===== config.mk =====
export PLATFORM = sky130hd
export DESIGN_NAME = taylor_trig_engine
export DESIGN_NICKNAME = d
export VERILOG_FILES = /design/src/rtl/taylor_trig_engine.sv
export SDC_FILE = /design/constraint.sdc
export NUM_CORES = 2
export LEC_CHECK = 0
export CAP_MARGIN = 20
export CORE_ASPECT_RATIO = 1.1
export CORE_UTILIZATION = 66
export DETAILED_ROUTE_END_ITERATION = 10
export GPL_TIMING_DRIVEN = 1
export MAX_ROUTING_LAYER = met4
export PLACE_DENSITY = 0.84
export SETUP_SLACK_MARGIN = 0.02
export SLEW_MARGIN = 10
export SYNTH_ARGS = -nofsm -noshare
export SYNTH_HDL_FRONTEND = slang
export SYNTH_SLANG_ARGS = --single-unit

===== constraint.sdc =====
create_clock -name clk -period 18.1 [get_ports clk]
set_clock_uncertainty 0.05 [all_clocks]
set_input_delay 5.43 -clock clk [delete_from_list [all_inputs] [get_ports clk]]
set_output_delay 5.43 -clock clk [all_outputs]
set_load 0.02 [all_outputs]

===== src/rtl/taylor_trig_engine.sv =====
// Sequential fp32 sin/cos co-unit: truncated Taylor series evaluated in Horner form,
// time-multiplexing one pipelined fp32 ALU (MUL/ADD) for every step.

module taylor_trig_engine #(
    parameter int MAX_TERMS = 6,
    parameter int ALU_LAT   = 1
) (
    input  logic        clk,
    input  logic        reset,
    input  logic        start,
    input  logic        mode,
    input  logic [3:0]  n_terms,
    input  logic [31:0] x,
    output logic        busy,
    output logic        done,
    output logic [31:0] result
);
    localparam logic [4:0] OP_MUL = 5'b00111;
    localparam logic [4:0] OP_ADD = 5'b00101;
    localparam int         CW     = (ALU_LAT < 1) ? 1 : $clog2(ALU_LAT + 1);

    typedef enum logic [2:0] {S_IDLE, S_SQR, S_MUL, S_ADD, S_FIX, S_DONE} state_t;

    // Signed series coefficients: cos c[k] = (-1)^k/(2k)!, sin c[k] = (-1)^k/(2k+1)!.
    function automatic logic [31:0] coef(input logic sin_sel, input logic [2:0] k);
        logic [31:0] c;
        case ({sin_sel, k})
            4'b0_000: c = 32'h3F80_0000;
            4'b0_001: c = 32'hBF00_0000;
            4'b0_010: c = 32'h3D2A_AAAB;
            4'b0_011: c = 32'hBAB6_0B61;
            4'b0_100: c = 32'h37D0_0D01;
            4'b0_101: c = 32'hB493_F27E;
            4'b0_110: c = 32'h310F_76C7;
            4'b0_111: c = 32'hAD49_CBA5;
            4'b1_000: c = 32'h3F80_0000;
            4'b1_001: c = 32'hBE2A_AAAB;
            4'b1_010: c = 32'h3C08_8889;
            4'b1_011: c = 32'hB950_0D01;
            4'b1_100: c = 32'h3638_EF1D;
            4'b1_101: c = 32'hB2D7_322B;
            4'b1_110: c = 32'h2F30_9231;
            4'b1_111: c = 32'hAB57_3F9F;
            default:  c = 32'h0000_0000;
        endcase
        return c;
    endfunction

    state_t          state_q, state_d;
    logic [CW-1:0]   cnt_q, cnt_d;
    logic [2:0]      k_q, k_d;
    logic            mode_q, mode_d, busy_q, busy_d, done_q, done_d;
    logic [31:0]     x_q, x_d, x2_q, x2_d, acc_q, acc_d, result_q, result_d;
    logic [3:0]      n_clamp_s;
    logic            op_last_s;
    logic [31:0]     alu_a_s, alu_b_s, alu_out_s;
    logic [4:0]      alu_op_s;

    ALU #(.LAT(ALU_LAT)) u_alu (
        .a      (alu_a_s),
        .b      (alu_b_s),
        .opcode (alu_op_s),
        .clk    (clk),
        .out    (alu_out_s)
    );

    // Clamp the requested series length into 1..MAX_TERMS.
    always_comb begin
        if (n_terms == 4'd0) begin
            n_clamp_s = 4'd1;
        end else if (n_terms > 4'(MAX_TERMS)) begin
            n_clamp_s = 4'(MAX_TERMS);
        end else begin
            n_clamp_s = n_terms;
        end
    end

    assign op_last_s = (cnt_q == CW'(ALU_LAT));

    // Sequencer: k_q indexes the coefficient to fold in next; the ALU result is taken on the last op cycle.
    always_comb begin
        state_d  = state_q;
        k_d      = k_q;
        mode_d   = mode_q;
        busy_d   = busy_q;
        done_d   = 1'b0;
        x_d      = x_q;
        x2_d     = x2_q;
        acc_d    = acc_q;
        result_d = result_q;
        alu_a_s  = acc_q;
        alu_b_s  = x_q;
        alu_op_s = OP_MUL;
        cnt_d    = (op_last_s || state_q == S_IDLE || state_q == S_DONE) ? {CW{1'b0}} : cnt_q + CW'(1);
        case (state_q)
            S_IDLE: begin
                if (start && !done_q) begin
                    x_d     = x;
                    mode_d  = mode;
                    k_d     = 3'(n_clamp_s - 4'd1);
                    busy_d  = 1'b1;
                    state_d = S_SQR;
                end else begin
                    state_d = S_IDLE;
                end
            end
            S_SQR: begin
                alu_a_s = x_q;
                if (op_last_s) begin
                    x2_d  = alu_out_s;
                    acc_d = coef(mode_q, k_q);
                    if (k_q == 3'd0) begin
                        state_d = mode_q ? S_FIX : S_DONE;
                    end else begin
                        k_d     = k_q - 3'd1;
                        state_d = S_MUL;
                    end
                end else begin
                    state_d = S_SQR;
                end
            end
            S_MUL: begin
                alu_b_s = x2_q;
                if (op_last_s) begin
                    acc_d   = alu_out_s;
                    state_d = S_ADD;
                end else begin
                    state_d = S_MUL;
                end
            end
            S_ADD: begin
                alu_b_s  = coef(mode_q, k_q);
                alu_op_s = OP_ADD;
                if (op_last_s) begin
                    acc_d = alu_out_s;
                    if (k_q == 3'd0) begin
                        state_d = mode_q ? S_FIX : S_DONE;
                    end else begin
                        k_d     = k_q - 3'd1;
                        state_d = S_MUL;
                    end
                end else begin
                    state_d = S_ADD;
                end
            end
            S_FIX: begin
                if (op_last_s) begin
                    acc_d   = alu_out_s;
                    state_d = S_DONE;
                end else begin
                    state_d = S_FIX;
                end
            end
            S_DONE: begin
                result_d = acc_q;
                done_d   = 1'b1;
                busy_d   = 1'b0;
                state_d  = S_IDLE;
            end
            default: begin
                state_d = S_IDLE;
            end
        endcase
    end

    // State and datapath registers.
    always_ff @(posedge clk or posedge reset) begin
        if (reset) begin
            state_q  <= S_IDLE;
            cnt_q    <= {CW{1'b0}};
            k_q      <= 3'd0;
            mode_q   <= 1'b0;
            busy_q   <= 1'b0;
            done_q   <= 1'b0;
            x_q      <= 32'h0000_0000;
            x2_q     <= 32'h0000_0000;
            acc_q    <= 32'h0000_0000;
            result_q <= 32'h0000_0000;
        end else begin
            state_q  <= state_d;
            cnt_q    <= cnt_d;
            k_q      <= k_d;
            mode_q   <= mode_d;
            busy_q   <= busy_d;
            done_q   <= done_d;
            x_q      <= x_d;
            x2_q     <= x2_d;
            acc_q    <= acc_d;
            result_q <= result_d;
        end
    end

    assign busy   = busy_q;
    assign done   = done_q;
    assign result = result_q;
endmodule

module ALU #(
    parameter int LAT = 1
) (
    input  logic [31:0] a,
    input  logic [31:0] b,
    input  logic [4:0]  opcode,
    input  logic        clk,
    output logic [31:0] out
);
    localparam logic [4:0] OP_MUL = 5'b00111;
    localparam logic [4:0] OP_ADD = 5'b00101;

    // Normal-operand fp32 multiply, round-to-nearest-even; zero/denormal operands flush to zero.
    function automatic logic [31:0] fp_mul(input logic [31:0] p_a, input logic [31:0] p_b);
        logic        s, rnd, stk;
        logic [47:0] p;
        logic [9:0]  e;
        logic [22:0] m;
        logic [31:0] r;
        s = p_a[31] ^ p_b[31];
        p = 48'({1'b1, p_a[22:0]}) * 48'({1'b1, p_b[22:0]});
        e = {2'b00, p_a[30:23]} + {2'b00, p_b[30:23]} + {9'd0, p[47]};
        if (p[47]) begin
            m = p[46:24]; rnd = p[23]; stk = |p[22:0];
        end else begin
            m = p[45:23]; rnd = p[22]; stk = |p[21:0];
        end
        if (p_a[30:23] == 8'd0 || p_b[30:23] == 8'd0 || e <= 10'd127) begin
            r = {s, 31'd0};
        end else if (e >= 10'd382) begin
            r = {s, 8'hFF, 23'd0};
        end else begin
            r = {s, 8'(e - 10'd127), m} + {31'd0, rnd & (stk | m[0])};
        end
        return r;
    endfunction

    // Normal-operand fp32 add: align the smaller magnitude, add/subtract, renormalise, round.
    function automatic logic [31:0] fp_add(input logic [31:0] p_a, input logic [31:0] p_b);
        logic [31:0] big, sml, r;
        logic [7:0]  d;
        logic [26:0] ms;
        logic [27:0] sum, nrm;
        logic [4:0]  sh;
        logic [9:0]  e;
        if (p_a[30:0] >= p_b[30:0]) begin
            big = p_a; sml = p_b;
        end else begin
            big = p_b; sml = p_a;
        end
        d  = big[30:23] - sml[30:23];
        ms = (sml[30:23] == 8'd0 || d > 8'd26) ? 27'd0 : ({1'b1, sml[22:0], 3'b000} >> d);
        if (big[31] == sml[31]) begin
            sum = {2'b01, big[22:0], 3'b000} + {1'b0, ms};
        end else begin
            sum = {2'b01, big[22:0], 3'b000} - {1'b0, ms};
        end
        sh = 5'd0;
        for (int i = 0; i < 27; i++) begin
            sh = sum[i] ? 5'(26 - i) : sh;
        end
        if (sum[27]) begin
            nrm = sum >> 1;
            e   = {2'b00, big[30:23]} + 10'd1;
        end else begin
            nrm = sum << sh;
            e   = {2'b00, big[30:23]} - {5'd0, sh};
        end
        if (big[30:23] == 8'd0) begin
            r = big;
        end else if (sum == 28'd0 || e == 10'd0 || e[9]) begin
            r = 32'h0000_0000;
        end else if (e >= 10'd255) begin
            r = {big[31], 8'hFF, 23'd0};
        end else begin
            r = {big[31], e[7:0], nrm[25:3]} + {31'd0, nrm[2] & (|nrm[1:0] | nrm[3])};
        end
        return r;
    endfunction

    logic [31:0] res_d;
    logic [31:0] pipe_q [LAT];

    // Opcode decode for the combinational stage.
    always_comb begin
        case (opcode)
            OP_MUL:  res_d = fp_mul(a, b);
            OP_ADD:  res_d = fp_add(a, b);
            default: res_d = 32'h0000_0000;
        endcase
    end

    // LAT-deep output pipeline; the sequencer only reads it after LAT edges of stable operands.
    always_ff @(posedge clk) begin
        pipe_q[0] <= res_d;
        for (int i = 1; i < LAT; i++) begin
            pipe_q[i] <= pipe_q[i-1];
        end
    end

    assign out = pipe_q[LAT-1];
endmodule


# Yosys cells after proc, flatten, opt, wreduce, memory -nomap -nowiden
# Memories as Yosys holds them, arrays and structs flattened.
# Cells that the tools add are included.
totals:
  reg_bits: 138
  ram_bits: 32
  rom_bits: 960
  in_bits: 40
  wordCells: 158
  memories: 3
classes:
  add_sub_neg: 13
  multipliers: 1
  magnitude_cmp: 6
  eq_ne: 13
  n_shift: 2
  n_mux: 74
  bitwise_logic: 5
  reduce_logical: 31
mem_list:
  columns: ["memory", "depth", "word_bits", "rd", "rd_ports_with_merged_regs", "write_ports", "line_no", "text"]
  rows:
  - ["(name not given)", 16, 30, 1, 0, 0, "27", "case ({sin_sel, k})"]
  - ["(name not given)", 16, 30, 1, 0, 0, "27", null]
  - ["u_alu.pipe_q", 1, 32, 1, 0, 1, "279", "logic [31:0] pipe_q [LAT];"]
ops:
  columns: ["operator", "n"]
  rows:
  - ["$mux 32", 12]
  - ["$pmux 32 s2", 3]
  - ["$mux 5", 27]
  - ["$add 32x1->32", 2]
  - ["$mux 28", 2]
  - ["$mux 26", 2]
  - ["$mul 24x24->48", 1]
  - ["$mux 23", 2]
  - ["$logic_not 8->1", 4]
  - ["$ge 31x31->1", 1]
  - ["$add 27x27->28", 1]
  - ["$logic_not 28->1", 1]
  - ["$shl 28x5->26", 1]
  - ["$sub 27x27->28", 1]
  - ["$mux 27", 1]
  - ["$shr 27x8->27", 1]
  - ["$mux 3", 8]
  - ["$reduce_or 23->1", 1]
  - ["$reduce_or 22->1", 1]
  - ["$mux 10", 2]
  - ["$pmux 3 s5", 1]
  - ["$eq 3x3->1 const B", 4]
  - ["$mux 1", 11]
  - ["$add 9x1->10", 1]
  - ["other kinds (35)", 54]

# Depth between registers and ports, before layout
logic_depth:
  depth_word: 50
  ltp_mapped: 83

# Cells and area by module
# From an unflattened synthesis, not the netlist that was laid out.
hier_totals:
  cells_unflattened: 4831
  area_unflattened_um2: 39103.8
by_module_without_submodules:
  columns: ["mod", "n_inst", "cells_each", "area_each_um2", "seq_area_each_um2"]
  rows:
  - ["ALU", 1, 4082, 31765.5, 640.6]
  - ["taylor_trig_engine", 1, 749, 7338.3, 3453.3]

# Least setup slack after synthesis
# OpenSTA, ideal clock, no wires.
synth_timing:
  path_kind: "reg2reg"
  startpoint: "register k_q[0]"
  endpoint: "memory u_alu.pipe_q[0][11]"
  setup_ns: 0.128
  arrival_time_ns: 16.449
  t_required_ns: 17.922
  slack_ns: 1.473
  stages_incl_launch_ff: 81
  path_buffers: 20
  synth_period_minus_slack_ns: 16.627
  cell_sequence: "dfrtp_1 -> clkbuf_1 -> inv_1 -> ha_1 -> nor2b_1 -> o31ai_1 -> mux2i_1 -> o21ai_0 -> clkbuf_1 -> clkbuf_1 -> ha_1 -> nor3b_1 -> nand4_1 -> a311oi_2 -> o31ai_2 -> nand3_2 -> buf_4 -> buf_1 -> [... 45 more ...] -> nor2b_1 -> o21ai_0 -> nand2b_1 -> a21o_1 -> a211oi_1 -> nor3b_1 -> a31oi_1 -> xor2_1 -> nand3_1 -> nor4_1 -> a21oi_1 -> and2_1 -> nor2b_1 -> nor2b_1 -> clkbuf_1 -> nand2_1 -> clkbuf_1 -> o21ai_0"
synth_via:
  elab_chain_len: 50
  elab_cells_between_ends: 87
  classes_between: "9 x add/sub; 1 x mul; 5 x order compare; 1 x eq/ne; 2 x shift; 51 x mux; 4 x bitwise; 13 x reduce/logical; 1 x memory"
synth_lines:
  columns: ["item", "line_no", "text"]
  rows:
  - ["from (decl)", "51", "logic [2:0] k_q, k_d;"]
  - ["from (signal assigned)", "182", "k_q <= k_d;"]
  - ["$mem_v2 16x30 (*)", null, null]
  - ["$pmux 32 s2 (*)", "95", "case (state_q)"]
  - ["$ge 31x31->1", "243", "if (p_a[30:0] >= p_b[30:0]) begin"]
  - ["$mux 32", "243", null]
  - ["$mux 32", "283", "case (opcode)"]
  - ["$sub 8x8->8", "248", "d = big[30:23] - sml[30:23];"]
  - ["$gt 8x5->1", "249", "ms = (sml[30:23] == 8'd0 || d > 8'd26) ? 27'd0 : ({1'b1, sml[22:0], 3'b000} >> d);"]
  - ["$logic_or 1x1->1", "249", null]
  - ["[... 35 more ...]", null, null]
  - ["$or 1x1->1", "273", "r = {big[31], e[7:0], nrm[25:3]} + {31'd0, nrm[2] & (|nrm[1:0] | nrm[3])};"]
  - ["$and 1x1->1", "273", null]
  - ["$add 32x1->32", "273", null]
  - ["$mux 32", "270", "end else if (e >= 10'd255) begin"]
  - ["$mux 32", "268", "end else if (sum == 28'd0 || e == 10'd0 || e[9]) begin"]
  - ["$mux 32", "266", "if (big[30:23] == 8'd0) begin"]
  - ["$pmux 32 s2 (*)", "283", null]
  - ["via u_alu.res_d[11]", "278", "logic [31:0] res_d;"]
  - ["to (decl)", "279", null]
# Mark *: on every way through the listed nets, which the timed path passes. The rest lies on a longest branch. The select of a mux whose other input is x is not followed.

# Worst setup path after layout
layout_timing:
  startpoint: "register state_q[0]"
  endpoint: "memory u_alu.pipe_q[0][10]"
layout_via:
  elab_chain_len: 50
  elab_cells_between_ends: 94
  classes_between: "9 x add/sub; 1 x mul; 5 x order compare; 6 x eq/ne; 2 x shift; 53 x mux; 4 x bitwise; 14 x reduce/logical"
layout_lines:
  columns: ["item", "line_no", "text"]
  rows:
  - ["from (decl)", "49", "state_t state_q, state_d;"]
  - ["from (signal assigned)", "180", "state_q <= state_d;"]
  - ["$eq 3x2->1 / $eq 3x1->1 (equally long branches)", "95", null]
  - ["$pmux 32 s2 / $mux 32 (equally long branches)", "95", null]
  - ["$ge 31x31->1", "243", null]
  - ["$mux 32", "243", null]
  - ["$mux 32", "283", null]
  - ["$sub 8x8->8", "248", null]
  - ["$gt 8x5->1", "249", null]
  - ["$logic_or 1x1->1", "249", null]
  - ["[... 35 more ...]", null, null]
  - ["$or 1x1->1", "273", null]
  - ["$and 1x1->1", "273", null]
  - ["$add 32x1->32", "273", null]
  - ["$mux 32", "270", null]
  - ["$mux 32", "268", null]
  - ["$mux 32", "266", null]
  - ["$pmux 32 s2 (*)", "283", null]
  - ["via u_alu.res_d[10]", "278", null]
# Marked as above.

==> impl_metrics.env <==
export IMPL_outcome="finished clean"
export IMPL_period_needed_ns=17.05
export IMPL_syn_nets=5613
export IMPL_grt_usage=0.490
export IMPL_nNetsFinal=5565
export IMPL_ant_nets=0
export IMPL_clk_latency_ns=0.44
export IMPL_port_buffers=73
export IMPL_cts_made_buffers=17
export IMPL_cts_tree="yes"
export IMPL_synth_top_family_by_area="adder cells"
export IMPL_async_reset_ff_frac=0.812
export IMPL_cpMostUsedCell="a21oi_1"
export IMPL_ctsResizeCount=0
export IMPL_gp_congestion=1.12
export IMPL_worstSetupStartpointType="flip-flop"
export IMPL_cts_sinks=170
export IMPL_synth_top_cell_by_area="fa_1"
export IMPL_antenna_found_initial=2
export IMPL_path_buf_inv=9
export IMPL_tightest_slew_ns=1.31
export IMPL_crit_family="compound AO/OA/AOI/OAI gates"
export IMPL_initial_core_util=0.670
export IMPL_synth_compound_area_frac=0.176
export IMPL_grt_pass1_vias=35944
export IMPL_synth_area_leaders="fa_1 25%, ha_1 10%, dfrtp_1 9.0%"
export IMPL_synth_cells=4775
export IMPL_grt_pass1_wl_um=212000
export IMPL_report_final_slew_viol_count=0
export IMPL_placement_rows=92
export IMPL_yosys_area_share_adder=0.355
export IMPL_critPathSlowestCell="clkinv_1"
export IMPL_synth_seq_area_share=0.106
export IMPL_path_depth=61
export IMPL_synth_edff_count=0
export IMPL_cp_arrival_ns=17.35
export IMPL_area_delta_synth_final_pct=5.98
export IMPL_timing_final_crit_share=0.942
export IMPL_hold_viol=0
export IMPL_via_count=36895
export IMPL_min_path_type="reg2reg"
export IMPL_clk_path_buf_depth=2
export IMPL_yosys_warnings=0
export IMPL_syn_avg_cell_area_um2=8.06
export IMPL_tns_ns=0
export IMPL_h_tree_depth=4
export IMPL_first_iter_violations=5150
export IMPL_worstPathRequired_ns=18.40
export IMPL_holdPathStages=2
export IMPL_vias_per_cell=6.71
export IMPL_relSlewSlack=0.121
export IMPL_endpoint_kind="flip-flop"
export IMPL_synthSimpleGateAreaFrac=0.185
export IMPL_dieArea_mm2=0.0593
export IMPL_ys_top_cells_by_count="656 x nand2_1, 612 x inv_1, 525 x nor2_1"
export IMPL_synth_ff_type="dfrtp_1"
export IMPL_max_freq_mhz=58.6
export IMPL_cp_slowest_stage_delay_ns=0.65
export IMPL_critical_path_class="reg2reg"
export IMPL_die_h_um=255
export IMPL_die_x_um=232
export IMPL_synth_xor_xnor_area_share=0.0314
export IMPL_maxCapViolCount=0
export IMPL_reg2reg_depth=61
export IMPL_synth_area_mm2=0.0385
export IMPL_critPathMaxFanout=41
export IMPL_drive_gt1_frac=0.0755
export IMPL_post_drt_wl_per_cell_um=25.6
export IMPL_root_buffer="clkbuf_16"
export IMPL_routed_wirelength_um=141000
export IMPL_clk_pin_slew_ns=0.07
export IMPL_drc=0
export IMPL_cts_setup_buffers=0
export IMPL_dp_hpwl_um=112000
export IMPL_grt_overflow=0
export IMPL_synth_top_area_frac=0.253
export IMPL_pin_count=74
export IMPL_ctsHoldBuffers=0
export IMPL_grt_max_degree=72
export IMPL_synth_most_common_cell="nand2_1"
export IMPL_design_core_area_mm2=0.0574
export IMPL_ys_types=116
export IMPL_synth_mux_area_fraction=0.0587
export IMPL_rsz0062_at_grt="false"
export IMPL_setup_viol=0
export IMPL_synth_seq_cells=170
export IMPL_first_pass_iters=6
cell families after synthesis:
logic type,Yosys count
compound gates,990
xor+xnor,137
fa+ha+maj,799
buf+inv,879
flops,170
mux,205
simple gates,1595
metrics by stage:
stage | instance area (um2) | instances | hold WS, ns | util | setup slack [ns]
2_1_floorplan | 38500 | 4775 | 0.379 | - | 1.47
3_3_place_gp | 40100 | 5456 | 0.407 | 0.698 | 1.36
3_5_place_dp | 40100 | 5457 | 0.416 | 0.698 | 0.965
4_1_cts | 40700 | 5489 | 0.434 | 0.709 | 0.844
5_1_grt | 40800 | 5494 | 0.439 | 0.710 | 0.0402
6_report | 40800 | 5495 | 0.434 | 0.710 | 1.05
registers in the layout, summed over array words and instances, names as in the netlist:
name	count
state_q	3
acc_q	32
x2_q	32
busy	1
result	32
k_q	3
u_alu.pipe_q	32
done	1
x_q	32
mode_q	1
cnt_q	1
path summary, 6_finish.rpt:
check | from | slack, ns | to
worst max-delay path | state_q[0]$_DFF_PP0_ | 1.05 | u_alu.pipe_q[0][10]$_DFF_P_
worst min-delay path | result[11]$_DFFE_PP0P_ | 0.43 | result[11]$_DFFE_PP0P_
worst max register to register | state_q[0]$_DFF_PP0_ | 1.05 | u_alu.pipe_q[0][10]$_DFF_P_
worst min register to register | result[11]$_DFFE_PP0P_ | 0.43 | result[11]$_DFFE_PP0P_
max in group asynchronous | reset | 11.28 | x2_q[12]$_DFFE_PP0P_
min in group asynchronous | reset | 5.40 | x_q[1]$_DFFE_PP0P_
worst register-to-register path: cells and delay by family (launching register included):
family          cells  cell delay, ns
simple gates       15            3.81
compound gates     31            7.80
flops               1            0.35
fa+ha+maj           5            1.87
xor+xnor            1            0.32
buf+inv             9            2.78
placed cells by master (no fill, tap or decap), types with 27 or more instances in the layout:
cell | netlist | routed
nand2_1 | 656 | 655
inv_1 | 612 | 611
nor2_1 | 525 | 524
fa_1 | 487 | 487
ha_1 | 311 | 311
a21oi_1 | 238 | 235
o21ai_0 | 179 | 170
dfrtp_1 | 138 | 137
buf_4 | 10 | 111
mux2i_1 | 104 | 103
mux2_2 | 93 | 93
xnor2_1 | 75 | 73
clkdlybuf4s50_1 | 0 | 73
nand3_1 | 70 | 70
xor2_1 | 61 | 60
nor3_1 | 59 | 58
a21o_1 | 50 | 50
a211oi_1 | 48 | 47
o211ai_1 | 44 | 44
a22oi_1 | 36 | 36
nor2b_1 | 37 | 35
nand2b_1 | 35 | 34
and2_1 | 34 | 34
a31oi_1 | 33 | 33
dfxtp_1 | 32 | 32
nand4_1 | 30 | 30
o21bai_1 | 29 | 29
and3_1 | 28 | 27
layout make-up:
cell class | count | area (um2)
Clock inverter | 14 | 171
Timing Repair Buffer | 187 | 1600
Fill cell | 4497 | 16700
Tap cell | 752 | 941
Inverter | 624 | 2350
Multi-Input combinational cell | 3727 | 31200
Clock buffer | 18 | 439
Antenna cell | 3 | 7.51
Sequential cell | 170 | 4100
layer usage:
layer  part of all wire  vias up  track usage  wire [um]
li1                   -    15920            -          -
met5                  0        -            -          0
met4              0.088        0        0.340      12300
met2               0.44     2575        0.727      61400
met3               0.12      722        0.129      16900
met1               0.36    17678        0.580      50000
Power is left out: the tool's default activity adds up to more than one toggle a clock period on the data nets, which glitch-free logic cannot reach.
